--- src/rtl/spi_pkg.sv ---
// Shared types and constants for the quad-SPI arbiter and its round-robin picker.
package spi_pkg;

  typedef enum logic [1:0] {
    FLASH    = 2'd0,
    RAM_A    = 2'd1,
    RAM_B    = 2'd2,
    RESERVED = 2'd3
  } spi_target_e;

  typedef enum logic [1:0] {
    IDLE  = 2'd0,
    ISSUE = 2'd1,
    WAIT  = 2'd2,
    RESP  = 2'd3
  } spi_arb_state_e;

  localparam int TIMEOUT_CYCLES = 1023;

  // Flash is read-only from this port and the reserved target selects nothing.
  function automatic logic is_illegal(input logic write, input logic [1:0] target);
    return (write && (spi_target_e'(target) == FLASH)) || (spi_target_e'(target) == RESERVED);
  endfunction

endpackage

--- src/rtl/spi_arbiter_rr_picker.sv ---
// Combinational round-robin picker: first set request at or after the pointer, wrapping.
module rr_picker #(
  parameter int NUM_REQ = 3,
  parameter int IDX_W   = (NUM_REQ > 1) ? $clog2(NUM_REQ) : 1
) (
  input  logic [NUM_REQ-1:0] req,
  input  logic [IDX_W-1:0]   ptr,
  output logic [NUM_REQ-1:0] onehot,
  output logic [IDX_W-1:0]   idx,
  output logic               any
);

  int               sum;
  logic [IDX_W-1:0] cand;

  always_comb begin
    onehot = '0;
    idx    = '0;
    any    = 1'b0;
    sum    = 0;
    cand   = '0;
    for (int i = 0; i < NUM_REQ; i++) begin
      sum = int'(ptr) + i;
      if (sum >= NUM_REQ) sum = sum - NUM_REQ;
      cand = IDX_W'(sum);
      if (!any && req[cand]) begin
        any          = 1'b1;
        onehot[cand] = 1'b1;
        idx          = cand;
      end
    end
  end

endmodule

--- src/rtl/spi_arbiter.sv ---
// Round-robin arbiter/sequencer sharing one quad-SPI engine between NUM_REQ requesters.
// Optional WAIT-state watchdog enabled by defining SPI_ARB_TIMEOUT_EN.
module spi_arbiter
  import spi_pkg::*;
#(
  parameter int NUM_REQ        = 3,
  parameter int ADDRESS_WIDTH  = 16,
  parameter int DATA_BUS_WIDTH = 8
) (
  input  logic                                clock,
  input  logic                                reset,
  input  logic [NUM_REQ-1:0]                  req_valid,
  input  logic [NUM_REQ-1:0]                  req_write,
  input  logic [2*NUM_REQ-1:0]                req_target,
  input  logic [ADDRESS_WIDTH*NUM_REQ-1:0]    req_addr,
  input  logic [DATA_BUS_WIDTH*NUM_REQ-1:0]   req_wdata,
  output logic [NUM_REQ-1:0]                  req_grant,
  output logic [NUM_REQ-1:0]                  req_done,
  output logic                                req_error,
  output logic [DATA_BUS_WIDTH-1:0]           rdata,
  output logic                                eng_start,
  output logic                                eng_write,
  output logic [1:0]                          eng_target,
  output logic [ADDRESS_WIDTH-1:0]            eng_addr,
  output logic [DATA_BUS_WIDTH-1:0]           eng_wdata,
  input  logic                                eng_done,
  input  logic [DATA_BUS_WIDTH-1:0]           eng_rdata,
  output logic                                busy
);

  localparam int IDX_W = (NUM_REQ > 1) ? $clog2(NUM_REQ) : 1;

  spi_arb_state_e            state;
  logic [IDX_W-1:0]          ptr;
  logic [IDX_W-1:0]          owner;
  logic                      rejected;
  logic [NUM_REQ-1:0]        pick_onehot;
  logic [IDX_W-1:0]          pick_idx;
  logic                      pick_any;
  logic                      sel_write;
  logic [1:0]                sel_target;
  logic [ADDRESS_WIDTH-1:0]  sel_addr;
  logic [DATA_BUS_WIDTH-1:0] sel_wdata;
`ifdef SPI_ARB_TIMEOUT_EN
  logic [9:0]                wdog;
`endif

  rr_picker #(.NUM_REQ(NUM_REQ), .IDX_W(IDX_W)) u_picker (
    .req    (req_valid),
    .ptr    (ptr),
    .onehot (pick_onehot),
    .idx    (pick_idx),
    .any    (pick_any)
  );

  always_comb begin
    sel_write  = 1'b0;
    sel_target = 2'd0;
    sel_addr   = '0;
    sel_wdata  = '0;
    for (int i = 0; i < NUM_REQ; i++) begin
      if (pick_onehot[i]) begin
        sel_write  = req_write[i];
        sel_target = req_target[2*i +: 2];
        sel_addr   = req_addr[ADDRESS_WIDTH*i +: ADDRESS_WIDTH];
        sel_wdata  = req_wdata[DATA_BUS_WIDTH*i +: DATA_BUS_WIDTH];
      end
    end
  end

  assign busy = (state != IDLE);

  always_ff @(posedge clock or negedge reset) begin
    if (!reset) begin
      state      <= IDLE;
      ptr        <= '0;
      owner      <= '0;
      rejected   <= 1'b0;
      req_grant  <= '0;
      req_done   <= '0;
      req_error  <= 1'b0;
      rdata      <= '0;
      eng_start  <= 1'b0;
      eng_write  <= 1'b0;
      eng_target <= 2'd0;
      eng_addr   <= '0;
      eng_wdata  <= '0;
`ifdef SPI_ARB_TIMEOUT_EN
      wdog       <= '0;
`endif
    end else begin
      eng_start <= 1'b0;
      req_done  <= '0;
      case (state)
        IDLE: begin
          if (pick_any) begin
            owner     <= pick_idx;
            req_grant <= pick_onehot;
            state     <= ISSUE;
            // Illegal requests never load the engine bus or pulse eng_start.
            if (is_illegal(sel_write, sel_target)) begin
              rejected <= 1'b1;
            end else begin
              rejected   <= 1'b0;
              eng_start  <= 1'b1;
              eng_write  <= sel_write;
              eng_target <= sel_target;
              eng_addr   <= sel_addr;
              eng_wdata  <= sel_wdata;
            end
          end
        end
        ISSUE: begin
          if (rejected) begin
            req_done  <= req_grant;
            req_error <= 1'b1;
            state     <= RESP;
          end else begin
            state <= WAIT;
`ifdef SPI_ARB_TIMEOUT_EN
            wdog  <= '0;
`endif
          end
        end
        WAIT: begin
          if (eng_done) begin
            rdata     <= eng_rdata;
            req_error <= 1'b0;
            req_done  <= req_grant;
            state     <= RESP;
          end
`ifdef SPI_ARB_TIMEOUT_EN
          else if (wdog == 10'(TIMEOUT_CYCLES - 1)) begin
            rdata     <= '1;
            req_error <= 1'b1;
            req_done  <= req_grant;
            state     <= RESP;
          end else begin
            wdog <= wdog + 10'd1;
          end
`endif
        end
        RESP: begin
          state      <= IDLE;
          req_grant  <= '0;
          req_error  <= 1'b0;
          rejected   <= 1'b0;
          ptr        <= (owner == IDX_W'(NUM_REQ - 1)) ? '0 : owner + 1'b1;
          eng_write  <= 1'b0;
          eng_target <= 2'd0;
          eng_addr   <= '0;
          eng_wdata  <= '0;
        end
        default: state <= IDLE;
      endcase
    end
  end

endmodule

--- config.mk ---
export PLATFORM = sky130hd
export DESIGN_NAME = spi_arbiter
export DESIGN_NICKNAME = d
export VERILOG_FILES = /design/src/rtl/spi_pkg.sv /design/src/rtl/spi_arbiter_rr_picker.sv /design/src/rtl/spi_arbiter.sv
export SDC_FILE = /design/constraint.sdc
export NUM_CORES = 1
export LEC_CHECK = 0
export ABC_AREA = 1
export ABC_CLOCK_PERIOD_IN_PS = 3300
export BUFFER_PORTS_ARGS = -buffer_cell sky130_fd_sc_hd__buf_2
export CORE_UTILIZATION = 28
export CTS_BUF_LIST = sky130_fd_sc_hd__clkbuf_8 sky130_fd_sc_hd__clkbuf_16
export DETAILED_ROUTE_END_ITERATION = 7
export PLACE_DENSITY = 0.55
export SYNTH_ARGS = -nofsm -noshare
export SYNTH_HDL_FRONTEND = slang
export SYNTH_SLANG_ARGS = --single-unit
export TNS_END_PERCENT = 50
--- constraint.sdc ---
create_clock -name clock -period 3.3 [get_ports clock]
set_clock_uncertainty 0.05 [all_clocks]
set_input_delay 0.165 -clock clock [delete_from_list [all_inputs] [get_ports clock]]
set_output_delay 0.165 -clock clock [all_outputs]
set_load 0.005 [all_outputs]
==> results of run 1 <==
==> routing by layer <==
| layer | track usage [%] | vias to the layer above | routed length [um] |
|---|---|---|---|
| li1 | - | 1587 | - |
| met1 | 20.6 | 1442 | 4190 |
| met2 | 28.1 | 111 | 4370 |
| met3 | 2.91 | 4 | 621 |
| met4 | 2.94 | 0 | 48 |
| met5 | 0 | - | 0 |
==> stage by stage <==
stage | setup WS, ps | instances | util (%) | cell area, um2
after floorplan | 821 | 390 | - | 3140
final | 331 | 665 | 37.1 | 4040
after detailed placement | 349 | 656 | 36.2 | 3940
after global placement | 424 | 656 | 36.2 | 3940
after CTS | 329 | 665 | 37.1 | 4040
after global routing | 20.1 | 665 | 37.1 | 4040
==> synthesized netlist by cell type, drive strengths merged <==
master  count
dfrtp      50
clkbuf      9
o31ai       2
nor2       14
ha          9
a41oi       1
inv        31
buf        13
nand2      85
o22ai       4
mux2        8
o211ai      1
nand4       4
nand3      72
or2         1
a21oi      55
o21ai      31
==> where the power goes <==
part           internal, W  leakage (nW)  switching (W)
sequential        0.000858         0.643       0.000143
combinational     0.000979          1.43        0.00173
clock             0.000169        0.0472       0.000211
==> final timing paths <==
| check | to | slack [ps] | cells past startpoint |
|---|---|---|---|
| max | eng_wdata[7] | 330 | 16 |
| min reg2reg | req_error | 440 | 2 |
| min | rdata[4] | 50 | 2 |
| min in group asynchronous | req_grant[1] | 370 | 2 |
| max in group asynchronous | eng_target[0] | 2060 | 3 |
| max reg2reg | eng_wdata[7] | 330 | 16 |
==> area by class of cell <==
type                            instances  area share [%]
Timing Repair Buffer                  149            19.2
Tap cell                              140            4.33
Multi-Input combinational cell        287            40.2
Sequential cell                        50            31.0
Inverter                               31            2.94
Clock inverter                          2           0.310
Clock buffer                            6            2.04
==> cells in the final DEF (no fill, tap or decap) <==
master,n
buf_2,138
nand2_1,79
a21oi_1,54
dfrtp_1,50
nand3_1,48
o21ai_0,30
inv_1,27
nand3_2,22
nor2_1,13
buf_4,10
ha_1,9
mux2_2,8
clkbuf_8,6
nand2_2,4
o22ai_1,4
inv_2,3
nand4_1,3
nand3_4,2
nand2_4,2
o31ai_1,2
o21ai_1,1
nand4_2,1
nor2_2,1
inv_4,1
a21oi_2,1
or2_0,1
o211ai_1,1
a41oi_1,1
clkinvlp_4,1
clkinv_2,1
dlygate4sd3_1,1
==> kinds of logic after synthesis <==
logic type      synth area share [%]
simple gates                    29.7
compound gates                  15.6
buf+inv                         8.41
flops                           39.8
fa+ha+maj                       3.59
mux                             2.87
==> registers in the layout, indices dropped and copies added, names as in the netlist, 2 cells and up <==
register and flops:
rdata 8, state 2, ptr 2, req_grant 3, owner 2, eng_wdata 8
eng_addr 16, req_done 3, eng_target 2
==> what timing repair did <==
| item | CTS | global route |
|---|---|---|
| hold buffers | 1 | 0 |
| endpoints found under the hold margin | 29 | 0 |
| buffers inserted | 0 | 0 |
| endpoints found under the setup margin | 0 | 0 |
==> impl_metrics.sql, run 1 <==
INSERT INTO impl_metrics (metric_group, metric, value, unit) VALUES
('outcome', 'outcome', 'finished clean', ''),
('yosys', 'netlist_top_cells_area', 'dfrtp_1 40%, nand2_1 9.4%, a21oi_1 8.6%', ''),
('finish', 'diodes', '0', ''),
('worst_hold_path', 'timing.hold.worst.class', 'input port to register', ''),
('sta', 'timing.max_slew.rel_slack', '45.6', '%'),
('floorplan', 'floorplan.die_area', '11600', 'um2'),
('finish', 'multiInputGateArea', '1630', 'um2'),
('floorplan', 'core_region_area', '10900', 'um2'),
('route', 'finalWirelength', '9230', 'um'),
('sta', 'slew_viols_final', '0', ''),
('grt', 'largest_net_degree_at_the_start_of_global_routing', '31', ''),
('sta', 'final.setup.tns', '0', 'ps'),
('route', 'drt.antenna.violating_nets', '0', ''),
('worst_hold_path', 'min-delay-start', 'eng_rdata[4]', ''),
('route', 'detailedRoute.firstIterationViolations', '186', ''),
('yosys', 'synthDistinctLibCells', '30', ''),
('yosys', 'synth-seq-area-share', '39.8', '%'),
('clocking', 'post_cts.resized_instances', '0', ''),
('worst_setup_path', 'critPathLaunch', 'ptr[0]', ''),
('clocking', 'clockRootBuffer', 'clkbuf_8', ''),
('placed_design', 'routabilityCongestion', '0.810', ''),
('route', 'routed_wire_length_per_instance', '13.9', 'um'),
('finish', 'area_delta_synth_final', '28.7', '%'),
('sta', 'timing.final.hold_violations', '0', ''),
('grt', 'number_of_antenna_violations_at_the_first_check_in_global_routing', '0', ''),
('clocking', 'number_of_buffers_between_clock_root_and_the_deepest_sink', '2', ''),
('clocking', 'htree_num_levels', '2', ''),
('floorplan', 'die-height', '108', 'um'),
('yosys', 'synth.yosys.warnings', '0', ''),
('sta', 'worst_hold_slack', '45.9', 'ps'),
('worst_setup_path', 'crit_path_end_kind', 'register', ''),
('yosys', 'post_synth_inst_count', '390', ''),
('yosys', 'mappedNetlistArea', '3140', 'um2'),
('pwr', 'totalPowerFinal', '0.00409', 'W'),
('worst_setup_path', 'critical_path_required', '3440', 'ps'),
('clocking', 'clkSinkCount', '50', ''),
('pwr', 'vdd.ir_drop.worst', '0.000367', 'V'),
('pwr', 'power_dens_cells', '1010', 'nW/um2'),
('pwr', 'p_leak', '2.12', 'nW'),
('floorplan', 'die_width', '108', 'um'),
('worst_setup_path', 'cpLargestDelayFamily', 'simple AND/OR/NAND/NOR gates', ''),
('grt', 'grt_first_pass_wirelength', '14700', 'um'),
('sta', 'min_period', '2970', 'ps'),
('finish', 'total_number_of_nets_in_the_final_design', '628', ''),
('flow_run', 'cap_viol_max_count', '0', ''),
('worst_setup_path', 'critical-path-slowest-cell', 'dfrtp_1', ''),
('yosys', 'postSynthRegisterBits', '50', ''),
('route', 'detail_route.first_pass.iterations', '4', ''),
('worst_setup_path', 'cp_max_fo', '27', ''),
('route', 'route.detailed.drc', '0', ''),
('worst_setup_path', 'crit_path_cell_trace', 'inv_1 -> ha_1 -> o21ai_0 -> nand3_1 -> nand4_2 -> nand3_4 -> inv_4 -> nor2_1 -> inv_1 -> nand2_1 -> inv_1 -> nand2_4 -> nand3_4 -> nand2_4 -> nand2_1 -> nand2_1', ''),
('sta', 'slew_at_the_pin_closest_to_its_max_slew_limit', '815', 'ps'),
('floorplan', 'num_rows', '38', ''),
('clocking', 'clk_transition_reported_paths', '100', 'ps'),
('route', 'post_drt_via_cell_ratio', '4.73', ''),
('yosys', 'mappedNetlistNets', '494', ''),
('grt', 'grtUsageTotal', '16.0', '%'),
('worst_setup_path', 'critical_path_start_type', 'register', ''),
('clocking', 'insertion_delay', '300', 'ps'),
('finish', 'ff_latch_area', '1250', 'um2'),
('worst_setup_path', 'worst_r2r_startpoint', 'ptr[0]', ''),
('placed_design', 'portBuffers', '138', ''),
('yosys', 'mean_syn_cell_area', '8.05', 'um2'),
('sta', 'timing.final.setup_violations', '0', ''),
('clocking', 'cts_tree', 'done', ''),
('worst_setup_path', 'worst_ep_arrival_time', '3110', 'ps'),
('finish', 'fillCellCount', '1163', ''),
('sta', 'final_min_period_over_clock_period', '90.0', '%'),
('worst_setup_path', 'critical_path_buf_inv_count', '4', ''),
('grt', 'global_route.overflow_total', '0', ''),
('worst_setup_path', 'category_of_the_critical_setup_timing_path', 'register to register', '');
Power figures use the tool's default switching activity.
==> run 2: changes to the inputs <==
- BUFFER_PORTS_ARGS: -buffer_cell sky130_fd_sc_hd__buf_2 -> default
- DONT_BUFFER_PORTS: default -> 1
- PLACE_DENSITY: 0.55 -> 0.44
==> run 2 against run 1 <==
Net effect:
- sequential power up 6%
- highest routed layer is now met5
- largest power group unchanged
- die area unchanged
- maximum frequency down 0.44%
- global-route usage down 0.70 points
- sequential share of layout area up 4.7 points
- flip-flop and latch count unchanged
- core utilization down 4.9 points
- worst hold slack better by 6.2 ps
- first-iteration DRC count down 53%
- final area down 13%
- combinational power down 9.2%
- clock-buffer cell count unchanged
==> impl_metrics.sql, run 2 (synthesis gave the netlist of run 1 again) <==
INSERT INTO impl_metrics (metric_group, metric, value, unit) VALUES
('outcome', 'outcome', 'finished clean', ''),
('placed_design', 'place.detailed.hpwl', '6550', 'um'),
('worst_setup_path', 'critical_path_required', '3500', 'ps'),
('finish', 'finished_core_util', '32.2', '%'),
('sta', 'final.setup.worst_slack', '318', 'ps'),
('clocking', 'clk_transition_reported_paths', '100', 'ps'),
('worst_setup_path', 'category_of_the_critical_setup_timing_path', 'register to register', ''),
('clocking', 'number_of_buffers_between_clock_root_and_the_deepest_sink', '2', ''),
('worst_setup_path', 'critical_path_start_type', 'register', ''),
('sta', 'slew_viols_final', '0', ''),
('floorplan', 'die-height', '108', 'um'),
('sta', 'rsz0062_at_grt', 'false', ''),
('finish', 'diodes', '0', ''),
('route', 'detailedRoute.firstIterationViolations', '87', ''),
('worst_hold_path', 'timing.hold.worst.class', 'input port to register', ''),
('worst_setup_path', 'register_to_register_path_depth', '15', ''),
('sta', 'final_min_period_over_clock_period', '90.4', '%'),
('grt', 'grt_first_pass_wirelength', '13600', 'um'),
('finish', 'most-common-layout-cells', '78 x nand2_1, 54 x a21oi_1, 50 x dfrtp_1', ''),
('worst_setup_path', 'worst_ep_arrival_time', '3180', 'ps'),
('worst_hold_path', 'hold_depth', '4', ''),
('grt', 'largest_net_degree_at_the_start_of_global_routing', '51', ''),
('placed_design', 'routabilityCongestion', '0.811', ''),
('clocking', 'clockRootBuffer', 'clkbuf_8', ''),
('sta', 'min_period', '2980', 'ps'),
('flow_run', 'cap_viol_max_count', '0', ''),
('sta', 'final.setup.tns', '0', 'ps'),
('sta', 'timing.max_slew.rel_slack', '51.8', '%'),
('pwr', 'vdd.ir_drop.worst', '0.000407', 'V'),
('clocking', 'insertion_delay', '310', 'ps'),
('grt', 'global_route.overflow_total', '0', ''),
('finish', 'post_layout_cell_count', '534', ''),
('sta', 'timing.final.setup_violations', '0', ''),
('worst_setup_path', 'cp_max_fo', '17', ''),
('route', 'routed_wire_length_per_instance', '16.5', 'um'),
('finish', 'area_delta_synth_final', '11.8', '%'),
('floorplan', 'boundaryPins', '139', ''),
('finish', 'drive_above_1_share', '16.2', '%'),
('finish', 'top_regs', 'eng_addr: 16 flops, eng_wdata: 8 flops, rdata: 8 flops', ''),
('worst_setup_path', 'critPathLaunch', 'ptr[0]', ''),
('floorplan', 'die_width', '108', 'um'),
('route', 'detail_route.first_pass.iterations', '4', ''),
('clocking', 'post-cts-setup-buffer-count', '0', ''),
('placed_design', 'post-place-ws', '276', 'ps'),
('floorplan', 'floorplan.initialDensity', '28.8', '%'),
('clocking', 'clkSinkCount', '50', ''),
('route', 'post_drt_via_cell_ratio', '5.01', ''),
('grt', 'number_of_antenna_violations_at_the_first_check_in_global_routing', '1', ''),
('clocking', 'htree_num_levels', '2', ''),
('worst_setup_path', 'crit_path_end_kind', 'register', ''),
('route', 'vias', '2678', ''),
('finish', 'mostFrequentLayoutCell', 'nand2_1', ''),
('route', 'drt.antenna.violating_nets', '0', ''),
('finish', 'total_number_of_nets_in_the_final_design', '497', ''),
('grt', 'number_of_global_route_vias_before_repair', '2565', ''),
('clocking', 'cts-buffers-inserted', '5', ''),
('sta', 'maxClockFrequency', '335', 'MHz'),
('placed_design', 'post-place-cells', '516', ''),
('worst_hold_path', 'min-delay-start', 'req_wdata[0]', ''),
('route', 'route.detailed.drc', '0', ''),
('finish', 'largest_register_ff_count', '16', ''),
('clocking', 'cts_tree', 'done', ''),
('pwr', 'p_leak', '1.61', 'nW'),
('sta', 'slew_at_the_pin_closest_to_its_max_slew_limit', '723', 'ps'),
('worst_setup_path', 'worst_r2r_startpoint', 'ptr[0]', ''),
('finish', 'regMostFlops', 'eng_addr', ''),
('grt', 'grtUsageTotal', '15.3', '%'),
('floorplan', 'floorplan.die_area', '11600', 'um2'),
('sta', 'timing.final.hold_violations', '0', ''),
('floorplan', 'core_region_area', '10900', 'um2'),
('floorplan', 'num_rows', '38', ''),
('route', 'finalWirelength', '8810', 'um'),
('placed_design', 'portBuffers', '0', ''),
('pwr', 'power_dens_cells', '1160', 'nW/um2');
run 2: cell count changes in the layout (fill, tap and decap cells not counted), sizes merged:
cell,before,now
dlygate4sd3,1,9
bufinv,0,2
buf,148,9
clkinv,1,0
clkinvlp,1,0
run 2: layout make-up:
type                       count  area (um2)
clock buffer                   6        82.6
clock inverter                 2        60.1
fill                        1160        7380
inverter                      31         121
multi-input combinational    287        1640
sequential                    50        1250
tap                          140         175
timing repair buffer          18         178
run 2: metal layers:
metal	up-vias	GRT usage (%)	part of all wire [%]
met5	-	0	0.15
met4	2	4.21	1.3
met2	98	23.9	44
met3	12	5.63	9.1
li1	1333	-	-
met1	1233	19.9	45
run 2: report_power, final:
part	total (W)	leakage, nW	internal [W]	switching [W]
Sequential	0.00106	0.643	0.000860	0.000201
Combinational	0.00246	0.896	0.000829	0.00163
Clock	0.000539	0.0714	0.000323	0.000216
run 2: metrics by stage:
stage	cell area [um2]	power (W)	hold slack, ps
final	3510	0.00406	52.1
after global routing	3510	0.00449	64.7
after CTS	3490	0.00408	47.2
after detailed placement	3230	0.00352	-179
after global placement	3230	0.00347	-180
after floorplan	3140	0.00306	-181
run 2: timing repair:
| action | in CTS | in global routing |
|---|---|---|
| hold buffers | 10 | 0 |
| endpoints found under the setup margin | 0 | 27 |
| hold endpoints to repair | 58 | 0 |
| gates resized for setup | 0 | 3 |
run 2: final timing paths:
check	endpoint	slack (ps)
min	eng_wdata[0]	50
max	eng_wdata[2]	320
min reg2reg	ptr[1]	450
max reg2reg	eng_wdata[2]	320
min in group asynchronous	state[0]	310
max in group asynchronous	eng_addr[0]	2650
run 2: critical path, stage by stage, from the launching register on:
cell and delay (ps):
dfrtp_1 420, inv_1 80, ha_1 400, inv_2 110, nand3_1 100, nand2_1 150, nand4_2 160, nand3_4 180
buf_4 270, a21oi_1 80, a21oi_2 190, nand3_2 120, nand3_4 200, buf_4 240, nand3_1 90, nand2_1 80
